==> src/rtl/comparator_pkg.sv <==
`default_nettype none
// ============================================================================
//  Module      : comparator_pkg
//  Description : Shared definitions for the serial magnitude comparator:
//                result-select mode encodings, FSM state encodings and the
//                mode-to-result helper.
//  Revision    : 1.0  initial release
// ============================================================================
package comparator_pkg;

    // Result-select encodings carried on the mode input
    localparam logic [1:0] MODE_GT = 2'b00;
    localparam logic [1:0] MODE_LT = 2'b01;
    localparam logic [1:0] MODE_EQ = 2'b10;
    localparam logic [1:0] MODE_GE = 2'b11;

    // Controller states
    typedef enum logic [1:0] {
        IDLE = 2'b00,
        SCAN = 2'b01,
        DONE = 2'b10
    } state_t;

    // Pick the flag that the captured mode asks for
    function automatic logic select_result(
        input logic [1:0] mode,
        input logic       gt,
        input logic       eq,
        input logic       lt
    );
        logic r;
        case (mode)
            MODE_GT: r = gt;
            MODE_LT: r = lt;
            MODE_EQ: r = eq;
            default: r = gt | eq;
        endcase
        return r;
    endfunction

endpackage : comparator_pkg
`default_nettype wire

==> src/rtl/comparator_digit.sv <==
`default_nettype none
// ============================================================================
//  Module      : comparator_digit
//  Description : Combinational compare of one DIGIT-bit slice of A and B.
//                Produces gt (A slice > B slice) and eq (slices identical).
//                With COMPARATOR_SIGNED_EN defined, the slice flagged by
//                is_msb_slice treats its top bit as a negatively weighted
//                sign bit.
//  Macro       : COMPARATOR_SIGNED_EN (two's-complement operands)
//  Ports       : a_i, b_i      [DIGIT-1:0]  operand slices
//                is_msb_slice  1            slice holds the sign bit
//                gt_o, eq_o    1            slice compare flags
//  Revision    : 1.0  initial release
// ============================================================================
module comparator_digit #(
    parameter int DIGIT = 2
) (
    input  logic [DIGIT-1:0] a_i,
    input  logic [DIGIT-1:0] b_i,
    input  logic             is_msb_slice,
    output logic             gt_o,
    output logic             eq_o
);

`ifdef COMPARATOR_SIGNED_EN
    localparam bit c_SIGNED_EN = 1'b1;
`else
    localparam bit c_SIGNED_EN = 1'b0;
`endif

    logic             w_flip;
    logic [DIGIT-1:0] w_a;
    logic [DIGIT-1:0] w_b;

    assign w_flip = c_SIGNED_EN & is_msb_slice;

    // Inverting the sign bit of both operands maps two's-complement order
    // onto unsigned order, so one unsigned compare serves both cases.
    always_comb begin
        w_a            = a_i;
        w_b            = b_i;
        w_a[DIGIT-1]   = a_i[DIGIT-1] ^ w_flip;
        w_b[DIGIT-1]   = b_i[DIGIT-1] ^ w_flip;
    end

    assign gt_o = (w_a > w_b);
    assign eq_o = (a_i == b_i);

endmodule : comparator_digit
`default_nettype wire

==> src/rtl/comparator_magnitude_serial.sv <==
`default_nettype none
// ============================================================================
//  Module      : comparator_magnitude_serial
//  Description : Handshaked multi-cycle magnitude comparator. Scans the
//                captured operands MSB-first, DIGIT bits per cycle, stopping
//                at the first differing slice, and holds registered
//                gt/eq/lt flags plus a mode-selected result bit until the
//                consumer accepts them.
//  Macro       : COMPARATOR_SIGNED_EN (two's-complement operands)
//  Ports       : clk, rst               clock, synchronous active-high reset
//                in_valid / in_ready    request handshake
//                a, b      [WIDTH-1:0]  operands
//                mode      [1:0]        00 A>B, 01 A<B, 10 A==B, 11 A>=B
//                out_valid / out_ready  result handshake
//                gt, eq, lt, result     registered outputs
//  Revision    : 1.0  initial release
// ============================================================================
module comparator_magnitude_serial
    import comparator_pkg::*;
#(
    parameter int WIDTH = 8,
    parameter int DIGIT = 2
) (
    input  logic             clk,
    input  logic             rst,
    input  logic             in_valid,
    output logic             in_ready,
    input  logic [WIDTH-1:0] a,
    input  logic [WIDTH-1:0] b,
    input  logic [1:0]       mode,
    output logic             out_valid,
    input  logic             out_ready,
    output logic             gt,
    output logic             eq,
    output logic             lt,
    output logic             result
);

    localparam int NSLICE = WIDTH / DIGIT;
    localparam int CW     = (NSLICE > 1) ? $clog2(NSLICE) : 1;
    localparam logic [CW-1:0] LAST_IDX = CW'(NSLICE - 1);

    state_t           state_q, state_d;
    logic [WIDTH-1:0] a_q, a_d;
    logic [WIDTH-1:0] b_q, b_d;
    logic [1:0]       mode_q, mode_d;
    logic [CW-1:0]    idx_q, idx_d;
    logic             gt_q, gt_d;
    logic             eq_q, eq_d;
    logic             lt_q, lt_d;
    logic             result_q, result_d;

    logic [DIGIT-1:0] w_slice_a;
    logic [DIGIT-1:0] w_slice_b;
    logic             w_dig_gt;
    logic             w_dig_eq;

    // Current slice, MSB first: slice i covers [WIDTH-1-i*DIGIT -: DIGIT]
    always_comb begin
        w_slice_a = '0;
        w_slice_b = '0;
        for (int i = 0; i < NSLICE; i++) begin
            if (idx_q == CW'(i)) begin
                w_slice_a = a_q[WIDTH-1-i*DIGIT -: DIGIT];
                w_slice_b = b_q[WIDTH-1-i*DIGIT -: DIGIT];
            end
        end
    end

    comparator_digit #(
        .DIGIT (DIGIT)
    ) u_digit (
        .a_i          (w_slice_a),
        .b_i          (w_slice_b),
        .is_msb_slice (idx_q == '0),
        .gt_o         (w_dig_gt),
        .eq_o         (w_dig_eq)
    );

    always_ff @(posedge clk) begin
        if (rst) begin
            state_q  <= IDLE;
            a_q      <= '0;
            b_q      <= '0;
            mode_q   <= '0;
            idx_q    <= '0;
            gt_q     <= 1'b0;
            eq_q     <= 1'b0;
            lt_q     <= 1'b0;
            result_q <= 1'b0;
        end else begin
            state_q  <= state_d;
            a_q      <= a_d;
            b_q      <= b_d;
            mode_q   <= mode_d;
            idx_q    <= idx_d;
            gt_q     <= gt_d;
            eq_q     <= eq_d;
            lt_q     <= lt_d;
            result_q <= result_d;
        end
    end

    always_comb begin
        state_d  = state_q;
        a_d      = a_q;
        b_d      = b_q;
        mode_d   = mode_q;
        idx_d    = idx_q;
        gt_d     = gt_q;
        eq_d     = eq_q;
        lt_d     = lt_q;
        result_d = result_q;

        case (state_q)
            IDLE: begin
                // in_ready is 1 throughout IDLE
                if (in_valid) begin
                    a_d     = a;
                    b_d     = b;
                    mode_d  = mode;
                    idx_d   = '0;
                    state_d = SCAN;
                end
            end
            SCAN: begin
                if (!w_dig_eq) begin
                    gt_d     = w_dig_gt;
                    lt_d     = ~w_dig_gt;
                    eq_d     = 1'b0;
                    result_d = select_result(mode_q, w_dig_gt, 1'b0, ~w_dig_gt);
                    state_d  = DONE;
                end else if (idx_q == LAST_IDX) begin
                    gt_d     = 1'b0;
                    lt_d     = 1'b0;
                    eq_d     = 1'b1;
                    result_d = select_result(mode_q, 1'b0, 1'b1, 1'b0);
                    state_d  = DONE;
                end else begin
                    idx_d = idx_q + 1'b1;
                end
            end
            DONE: begin
                // Consuming the result returns to IDLE; a new request can
                // only be taken from the following cycle on.
                if (out_ready) begin
                    gt_d     = 1'b0;
                    eq_d     = 1'b0;
                    lt_d     = 1'b0;
                    result_d = 1'b0;
                    state_d  = IDLE;
                end
            end
            default: begin
                state_d = IDLE;
            end
        endcase
    end

    assign in_ready  = (state_q == IDLE);
    assign out_valid = (state_q == DONE);
    assign gt        = gt_q;
    assign eq        = eq_q;
    assign lt        = lt_q;
    assign result    = result_q;

endmodule : comparator_magnitude_serial
`default_nettype wire

==> config.mk <==
export PLATFORM = sky130hd
export DESIGN_NAME = comparator_magnitude_serial
export DESIGN_NICKNAME = d
export VERILOG_FILES = /design/src/rtl/comparator_pkg.sv /design/src/rtl/comparator_digit.sv /design/src/rtl/comparator_magnitude_serial.sv
export SDC_FILE = /design/constraint.sdc
export NUM_CORES = 1
export LEC_CHECK = 0
export ABC_AREA = 1
export CELL_PAD_IN_SITES_DETAIL_PLACEMENT = 1
export CELL_PAD_IN_SITES_GLOBAL_PLACEMENT = 2
export CORE_UTILIZATION = 25
export DETAILED_ROUTE_END_ITERATION = 8
export GPL_TIMING_DRIVEN = 1
export PLACE_DENSITY_LB_ADDON = 0.15
export SKIP_LAST_GASP = 1
export SLEW_MARGIN = 20
export SYNTH_ARGS = -nofsm -noshare
export SYNTH_HDL_FRONTEND = slang
export SYNTH_SLANG_ARGS = --single-unit
==> constraint.sdc <==
create_clock -name clk -period 1.98 [get_ports clk]
set_input_delay 0.396 -clock clk [delete_from_list [all_inputs] [get_ports clk]]
set_output_delay 0.396 -clock clk [all_outputs]
set_load 0.005 [all_outputs]
==> qor.yml <==
final_layout:
  drive_gt1_frac: 0.239
  final_net_count: 261
  area_delta_synth_final_pct: 44.8
  antenna_cells: 0
floorplanning:
  dieWidth_um: 75.7
  num_io_pins: 28
  die-area_mm2: 0.00573
  die_h_um: 75.7
  start_util: 0.263
  rows: 26
  core_area_mm2: 0.00517
yosys:
  syn_nets: 224
  synth_top_area_share: 0.383
  synth_area_per_cell_um2: 7.11
  synth_xor_area_frac: 0
  synthAdderAreaFrac: 0.101
  muxShareOfSynthArea: 0
  ys_top_cells_by_area: "dfxtp_1, nor2_1, ha_1"
  yosys.area_share.simple: 0.262
  ys_ff_latch: 26
  yosysSeqAreaShare: 0.383
  synth_area_mm2: 0.00136
  yosysUniqueCellTypes: 23
  yosys.area.top_type: "dfxtp_1"
  synth_top_family_by_area: "simple AND/OR/NAND/NOR gates"
  synth-compound-area-share: 0.170
  netlist_instances: 191
  ys.warnings.count: 0
worst_setup_path:
  reg2reg_to: "result"
  crit_top_cell: "inv_4"
  cp_data_required_time_ns: 2.15
  crit_fanout: 7
  slowest_stage: "dfxtp_2"
  rrSetupSlack_ns: -0.05
  max_stage_delay_ns: 0.37
  worstSetupPathType: "flip-flop to flip-flop"
  critPathTopFamily: "simple AND/OR/NAND/NOR gates"
  crit_buf_inv: 4
  cp-start-kind: "flip-flop"
  timing.rr.start: "idx_q[1]"
  path_cells: "inv_4 > ha_4 > inv_4 > nand3_2 > nand2_2 > o21ai_2 > nand2_1 > o21ai_2 > ha_1 > nand2_2 > inv_4 > nand2_4 > nand3_4 > buf_6 > nand2_1 > a21oi_2"
  r2r_cells: 16
  worstSetupEndpointType: "flip-flop"
  crit_arrival_ns: 2.20
clocking:
  cts_num_sinks: 26
  cts_made_buffers: 3
  cts_buffer_depth: 2
  cts_tree: "done"
  cts_htree_levels: 1
  path_clk_slew_ns: 0.09
  clk_latency_ns: 0.26
  hold_buffers: 0
  root_buffer: "clkbuf_8"
flow_run:
  max-cap-violations: 0
outcome:
  outcome: "complete, but fails checks"
  violations: "setup timing"
timing:
  finClkSkew_ns: 0.00175
  slew_viol_final: 0
  slew_headroom: 0.640
  max_freq_mhz: 493
  layout_min_cycle_time_ns: 2.03
  report.final.setup_viol: 6
  fin_tns_setup_ns: -0.176
  rsz0062_at_grt: "true"
  tightest_slew_ns: 0.539
  hold_viol: 0
  setup_ws_ns: -0.0478
  hold_ws_ns: 0.474
  period_share: 1.02
power:
  power_density_mw_per_mm2: 1520
  p_leak_nw: 0.828
  peakVddDrop_mv: 0.554
route:
  viasPerCell: 4.49
  drt-wirelength-per-cell_um: 12.4
  antenna_left: 0
  drc: 0
  routed_wl_um: 3680
  drt_iter0_drc: 36
  vias: 1328
  drt_first_pass_iters: 4
min_path:
  min_to: "lt"
  hp-class: "flip-flop to flip-flop"
  hold_start: "lt"
  min_path_cells: 2
global_route:
  grtUsageTotal: 0.145
  grt_max_degree: 21
  overflow: 0
  grt_pass1_wl_um: 6160
  antenna_found_initial: 0
  grt_pass1_vias: 1321
placement:
  gp_congestion: 0.817
  dp_hpwl_um: 2810
  dpl_worst_slack_ns: -0.249
  port-buffer-count: 27
## metal layers
layer,up-vias,track usage,part of all wire
li1,680,-,-
met1,632,0.185,0.46
met2,14,0.253,0.50
met3,2,0.0331,0.030
met4,0,0.0247,0.0068
met5,-,0,0
## worst min-delay path, delay by kind of cell, from the launching register on
kind | cells | cell delay [ns]
AO/OA/AOI/OAI | 1 | 0.06
AND/OR/NAND/NOR | 1 | 0.06
flip-flops | 1 | 0.32
## worst max-delay path by stage
| stage | start | end | slack (ns) | cells after the start |
|---|---|---|---|---|
| floorplan | idx_q[1] | state_q[1] | 0.003 | 15 |
| global placement | idx_q[1] | state_q[1] | -0.14 | 15 |
| detailed placement | idx_q[1] | eq | -0.25 | 16 |
| CTS | idx_q[1] | eq | -0.05 | 16 |
| global route | idx_q[1] | result | -0.19 | 16 |
| finish | idx_q[1] | result | -0.05 | 16 |
## final cells by class
type | count | area [um^2]
multi-input combinational | 135 | 851
inverter | 25 | 109
clock buffer | 3 | 41.3
timing repair buffer | 37 | 353
fill | 616 | 3210
sequential | 26 | 526
tap | 70 | 87.6
## logic make-up after synthesis
logic type	after synthesis
DFF	26
AOI/OAI and AO/OA	43
buffers and inverters	30
and+or+nand+nor	81
adders and majority gates	11
## placed cells by master, fill, tap and decap left out, drive strengths merged, types with 3 or more instances in the layout
cell type       n
nand2          27
o21ai          27
nand3           7
a21oi          14
nor3            3
dfxtp          26
nor2           43
inv            25
ha             11
clkdlybuf4s50  27
buf            10
clkbuf          3
## timing repair
item | 4_1_cts | 5_1_grt
endpoints found under the hold margin | 0 | 0
resized for setup | 37 | 15
setup endpoints to repair | 8 | 9
pin swaps | 11 | 12
buffers inserted | 1 | 1
## through the flow
step           instance area (um^2)  power, W  std cells  utilization
6_report                       1970   0.00299        296        0.380
5_1_grt                        1970   0.00329        296        0.380
3_3_place_gp                   1760   0.00234        291        0.340
4_1_cts                        1910   0.00290        295        0.369
3_5_place_dp                   1760   0.00241        291        0.340
2_1_floorplan                  1360   0.00182        191            -
## cell usage after synthesis
cell	count
o21ai_1	2
nand2_4	1
a21oi_1	13
clkbuf_1	3
nor3_1	3
a21oi_4	1
buf_1	1
o211ai_1	1
nand3_4	1
nor2_1	41
buf_2	1
nand2_2	2
nor2_4	1
o21ai_0	25
nand3b_1	1
dfxtp_1	26
inv_2	3
nand3_1	6
nand2_1	24
ha_1	11
nor2_2	1
inv_1	22
a21boi_0	1
## power breakdown
part | switching, W | internal (W) | total, W
combinational | 0.00104 | 0.000839 | 0.00188
sequential | 0.000114 | 0.000690 | 0.000804
clock | 0.000162 | 0.000136 | 0.000298
## sequential cells by signal, indices dropped and copies added, names as in the netlist
| signal | count |
|---|---|
| mode_q | 2 |
| b_q | 8 |
| result | 1 |
| a_q | 8 |
| idx_q | 2 |
| state_q | 2 |
| eq | 1 |
| gt | 1 |
| lt | 1 |
No activity file was read; power rests on OpenSTA's default activity.
